--- src/rtl/wb_rr_arbiter_nx1.sv ---
// Round-robin N:1 Wishbone arbiter: the grant is held for the owner's whole CYC,
// and a watchdog aborts stalled transfers with ERR to the owner.
//
// state | meaning
// IDLE  | no owner, scanning m_CYC from last+1
// BUSY  | owner connected to the slave port
// ABORT | one-cycle ERR to the owner after a watchdog expiry
// DRAIN | slave isolated, waiting for the owner to drop CYC
module wb_rr_arbiter_nx1 #(
  parameter int WB_ADDR_WIDTH  = 32,
  parameter int WB_DATA_WIDTH  = 32,
  parameter int N_MASTERS      = 4,
  parameter int TIMEOUT_CYCLES = 256
) (
  input  logic                                     clk,
  input  logic                                     rstn,
  input  logic [N_MASTERS*WB_ADDR_WIDTH-1:0]       m_ADR,
  input  logic [N_MASTERS*WB_DATA_WIDTH-1:0]       m_DAT_W,
  input  logic [N_MASTERS*(WB_DATA_WIDTH/8)-1:0]   m_SEL,
  input  logic [N_MASTERS*3-1:0]                   m_CTI,
  input  logic [N_MASTERS*2-1:0]                   m_BTE,
  input  logic [N_MASTERS-1:0]                     m_CYC,
  input  logic [N_MASTERS-1:0]                     m_STB,
  input  logic [N_MASTERS-1:0]                     m_WE,
  output logic [WB_DATA_WIDTH-1:0]                 m_DAT_R,
  output logic [N_MASTERS-1:0]                     m_ACK,
  output logic [N_MASTERS-1:0]                     m_ERR,
  output logic [WB_ADDR_WIDTH-1:0]                 s_ADR,
  output logic [WB_DATA_WIDTH-1:0]                 s_DAT_W,
  output logic [WB_DATA_WIDTH/8-1:0]               s_SEL,
  output logic [2:0]                               s_CTI,
  output logic [1:0]                               s_BTE,
  output logic                                     s_CYC,
  output logic                                     s_STB,
  output logic                                     s_WE,
  input  logic [WB_DATA_WIDTH-1:0]                 s_DAT_R,
  input  logic                                     s_ACK,
  input  logic                                     s_ERR,
  output logic [N_MASTERS-1:0]                     gnt,
  output logic                                     timeout_evt
);

  localparam int SW = WB_DATA_WIDTH / 8;
  localparam int PW = (N_MASTERS > 1) ? $clog2(N_MASTERS) : 1;
  localparam int WW = (TIMEOUT_CYCLES > 0) ? $clog2(TIMEOUT_CYCLES + 1) : 1;

  typedef enum logic [1:0] {ST_IDLE, ST_BUSY, ST_ABORT, ST_DRAIN} state_e;

  state_e               state_q, state_d;
  logic [PW-1:0]        last_q, last_d;
  logic [N_MASTERS-1:0] gnt_q, gnt_d;
  logic [WW-1:0]        wd_q, wd_d;
  logic [PW-1:0]        cand;
  logic                 found;
  logic                 busy, own_cyc, own_stb, own_we;

  logic [WB_ADDR_WIDTH-1:0] adr_a  [N_MASTERS];
  logic [WB_DATA_WIDTH-1:0] datw_a [N_MASTERS];
  logic [SW-1:0]            sel_a  [N_MASTERS];
  logic [2:0]               cti_a  [N_MASTERS];
  logic [1:0]               bte_a  [N_MASTERS];

  for (genvar i = 0; i < N_MASTERS; i++) begin : g_slice
    assign adr_a[i]  = m_ADR[i*WB_ADDR_WIDTH +: WB_ADDR_WIDTH];
    assign datw_a[i] = m_DAT_W[i*WB_DATA_WIDTH +: WB_DATA_WIDTH];
    assign sel_a[i]  = m_SEL[i*SW +: SW];
    assign cti_a[i]  = m_CTI[i*3 +: 3];
    assign bte_a[i]  = m_BTE[i*2 +: 2];
  end

  // last_q doubles as the owner index whenever state_q is not IDLE
  assign own_cyc = m_CYC[last_q];
  assign own_stb = m_STB[last_q];
  assign own_we  = m_WE[last_q];
  assign busy    = (state_q == ST_BUSY);

  always_ff @(posedge clk or negedge rstn) begin
    if (!rstn) begin
      state_q <= ST_IDLE;
      last_q  <= PW'(N_MASTERS - 1);
      gnt_q   <= '0;
      wd_q    <= '0;
    end else begin
      state_q <= state_d;
      last_q  <= last_d;
      gnt_q   <= gnt_d;
      wd_q    <= wd_d;
    end
  end

  always_comb begin
    state_d = state_q;
    last_d  = last_q;
    gnt_d   = gnt_q;
    wd_d    = wd_q;
    cand    = last_q;
    found   = 1'b0;
    case (state_q)
      ST_IDLE: begin
        for (int k = 0; k < N_MASTERS; k++) begin
          cand = (cand == PW'(N_MASTERS - 1)) ? '0 : cand + 1'b1;
          if (!found && m_CYC[cand]) begin
            found       = 1'b1;
            last_d      = cand;
            gnt_d       = '0;
            gnt_d[cand] = 1'b1;
            wd_d        = '0;
            state_d     = ST_BUSY;
          end
        end
      end
      ST_BUSY: begin
        if (!own_cyc) begin
          state_d = ST_IDLE;
          gnt_d   = '0;
        end else if (s_ACK || s_ERR || !own_stb) begin
          wd_d = '0;
        end else begin
          // a response in the final stall cycle takes the branch above, so ACK beats the abort
          if (TIMEOUT_CYCLES > 0 && wd_q == WW'(TIMEOUT_CYCLES - 1)) state_d = ST_ABORT;
          if (wd_q != WW'(TIMEOUT_CYCLES)) wd_d = wd_q + 1'b1;
        end
      end
      ST_ABORT: state_d = ST_DRAIN;
      ST_DRAIN: begin
        if (!own_cyc) begin
          state_d = ST_IDLE;
          gnt_d   = '0;
        end
      end
      default: begin
        state_d = ST_IDLE;
        gnt_d   = '0;
      end
    endcase
  end

  assign s_ADR       = adr_a[last_q];
  assign s_DAT_W     = datw_a[last_q];
  assign s_SEL       = sel_a[last_q];
  assign s_CTI       = cti_a[last_q];
  assign s_BTE       = bte_a[last_q];
  assign s_CYC       = busy & own_cyc;
  assign s_STB       = busy & own_stb;
  assign s_WE        = busy & own_we;
  assign m_DAT_R     = s_DAT_R;
  assign m_ACK       = (busy && s_ACK) ? gnt_q : '0;
  assign m_ERR       = ((busy && s_ERR) || state_q == ST_ABORT) ? gnt_q : '0;
  assign timeout_evt = (state_q == ST_ABORT);
  assign gnt         = gnt_q;

endmodule

--- config.mk ---
export PLATFORM = sky130hd
export DESIGN_NAME = wb_rr_arbiter_nx1
export DESIGN_NICKNAME = d
export VERILOG_FILES = /design/src/rtl/wb_rr_arbiter_nx1.sv
export SDC_FILE = /design/constraint.sdc
export NUM_CORES = 1
export LEC_CHECK = 0
export CAP_MARGIN = 20
export CELL_PAD_IN_SITES_DETAIL_PLACEMENT = 1
export CELL_PAD_IN_SITES_GLOBAL_PLACEMENT = 1
export CORE_AREA = 2 2 179 181
export DETAILED_ROUTE_END_ITERATION = 16
export DIE_AREA = 0 0 181 183
export GPL_ROUTABILITY_DRIVEN = 0
export PLACE_DENSITY_LB_ADDON = 0.1
export SLEW_MARGIN = 5
export SYNTH_ARGS = -nofsm -noshare
export SYNTH_HDL_FRONTEND = slang
export SYNTH_SLANG_ARGS = --single-unit
export TNS_END_PERCENT = 50
--- constraint.sdc ---
create_clock -name clk -period 3.2 [get_ports clk]
set_clock_uncertainty 0.15 [all_clocks]
set_input_delay 0.64 -clock clk [delete_from_list [all_inputs] [get_ports clk]]
set_output_delay 0.64 -clock clk [all_outputs]
set_load 0.02 [all_outputs]
==> results.cfg <==
[finish]
fin_nets = 1010
multi_input_comb_area_um2 = 2590
drive_gt1_share_pct = 17.0
fin_cells = 1061
regArea_um2 = 435
fillers = 3539
area_growth_syn_to_layout_pct = 133
design_area_um2 = 8000
utilization_pct = 25.6

[synth]
yosys.area.top_type = mux4_2
synth_edf_count = 0
synth_cell_types = 42
synthTopCellsByCount = mux4_2 (77), buf_4 (36), nand2_1 (16)
ys_warn_count = 0
synth.top_cell.area_share_pct = 50.6
synthTopCellsByArea = mux4_2 (51%), dfrtp_1 (11%), buf_4 (7.9%)
synth_most_common_cell = mux4_2
synth_flop_cell = dfrtp_1
async_flop_share_pct = 100
synthCells = 291
synth-seq-cells = 17
syn_avg_cell_area_um2 = 11.8
syn_area_um2 = 3420
synth_fp_nets = 642
seq_area_frac_synth_pct = 12.5

[placed_design]
port_buffers = 396
dp_hpwl_mm = 20.5
dp.cells = 1052
place_ws_ns = 0.0328
placed_area_um2 = 7780

[timing]
fmax_mhz = 317
rsz0062_at_grt = no
period_needed_ns = 3.15
finalSetupViolations = 0
maxSlewHeadroom_pct = 44.9
drv_slew = 0
tightest_slew_ns = 0.824
period_share_pct = 98.6
setup_tns_ns = 0
worst_slack_ns = 0.0455
hold_viol = 0

[worst_hold_path]
hold_path_class = reg2reg

[routing]
dr_total_vias = 4188
wl_met3_mm = 1.83
wl_per_cell_um = 21.7
met1Wirelength_mm = 8.35
drt_iter0_drc = 138
first_pass_iters = 4
drc = 0
wl_met2_mm = 12.7
drt_wl_total_mm = 23.0
top_layer_used = met4
detail_route.vias_per_cell = 3.95
ant_nets = 0

[clock_network]
clockBufferDepth = 2
clk_pin_slew_ns = 0.05
clock_latency_ns = 0.25
cts_made_buffers = 3
cts_tree = yes
clock-sinks = 17
cts_root_buf = clkbuf_16
htreeDepth = 1

[global_routing]
grt_pass1_vias = 4836
grt_overflow = 0
antenna_found_initial = 1
grt_max_degree = 19
globalRouteTotalUtil_pct = 13.2
grt_pass1_wl_mm = 32.8

[power]
powerDensity_nw_per_um2 = 704
p_seq_share_pct = 6.9
power.leakage_nw = 3.17
p_clk_share_pct = 4.5
combPwrFrac_pct = 88.6
swShare_pct = 44.2
p_sw_mw = 2.49
ir_worst_vdd_mv = 0.233
power.internal_mw = 3.14

[die]
fp.dieH_um = 183
boundaryPins = 461
fp.dieArea_um2 = 33100
fp-row-count = 65
core_area_um2 = 31200
start_util_pct = 11.0
die_w_um = 181

[setup_path]
max_stage_delay_ns = 0.55
crit_fanout = 2
start_kind = primary input
cp.required_ns = 2.41
critical_path.top_delay_family = buffers and inverters
crit_slowest_cell = clkdlybuf4s50_1
crit_chain = clkdlybuf4s50_1, mux4_2, and2_1, clkdlybuf4s50_1
endpoint_kind = primary output
arrival_ns = 2.36
critPathBufInv = 2
worstSetupPathType = in2out
crit_top_cell = clkdlybuf4s50_1

[flow_run]
max_cap_viol_count = 0

[run_status]
outcome = completed
-- tightest hold or removal path: stages, from the launching register on --
cell and delay (ns):
dfrtp_1 0.36, nand2_1 0.06, o31ai_1 0.06
-- registers in the layout, summed over array words and instances (netlist names), named ones only --
name / flops
gnt: 4
last_q: 2
wd_q: 9
state_q: 1
-- through the flow --
step	power, mW	hold WS, ns
global placement	5.45	0.344
finish	5.63	0.365
detailed placement	5.48	0.361
global route	5.99	0.423
CTS	5.83	0.374
floorplan	3.17	0.194
-- cell type report --
cell class / instances / share of cell area (%)
multi-input combinational: 210 / 32.4
clock buffer: 3 / 0.939
sequential: 17 / 5.45
clock inverter: 1 / 0.0626
inverter: 5 / 0.235
antenna: 1 / 0.0313
tap: 402 / 6.29
timing repair buffer: 422 / 54.6
-- metal layers --
layer | up-vias | track usage (%)
met5 | - | 0
met4 | 0 | 1.76
met3 | 14 | 3.44
met2 | 243 | 25.9
met1 | 2045 | 14.4
li1 | 1886 | -
-- worst paths after layout --
kind,startpoint,end,slack (ns),depth (start not counted)
max in group asynchronous,rstn,wd_q[6],1.67,1
worst min-delay path,wd_q[8],wd_q[8],0.36,2
worst min register to register,wd_q[8],wd_q[8],0.36,2
worst max-delay path,m_CYC[0],s_CYC,0.05,4
min in group asynchronous,rstn,wd_q[0],0.72,1
worst max register to register,last_q[0],gnt[1],0.24,9
-- cell families (layout without fill, tap and decap cells) --
logic type	count (synthesis)	count (layout)	share of synthesized area (%)
flip-flops	17	17	12.5
multiplexers	82	82	52.3
buffers and inverters	64	431	11.8
AND/OR/NAND/NOR	77	77	11.9
adder cells (fa/ha/maj)	11	11	4.02
AO/OA/AOI/OAI	40	40	7.53
other	0	1	0
-- power by group through the flow --
stage / Sequential (mW) / Combinational (mW) / Clock (mW)
detailed placement: 0.475 / 5.00 / 0
global placement: 0.472 / 4.98 / 0
global route: 0.407 / 5.31 / 0.272
finish: 0.390 / 4.99 / 0.253
floorplan: 0.347 / 2.82 / 0
CTS: 0.399 / 5.17 / 0.259
-- cells in the final DEF, fill, tap and decap left out, types with 5 or more instances in the layout --
cell type and instances:
clkdlybuf4s50_1 360, mux4_2 77, dlymetal6s2s_1 32, nand2_1 16
dfrtp_1 15, buf_4 15, nor2_1 13, o21ai_0 11
ha_1 11, and3_1 10, buf_12 10, nor2b_1 7
and2_1 7, a21oi_1 6, inv_1 5, nand2b_1 5
-- what timing repair did --
item	CTS	global route
setup buffers	4	0
resized for setup	4	32
hold buffers	0	0
hold endpoints to repair	0	0
pin swaps	0	0
endpoints found under the setup margin	72	32
No activity file was read; power rests on OpenSTA's default activity.
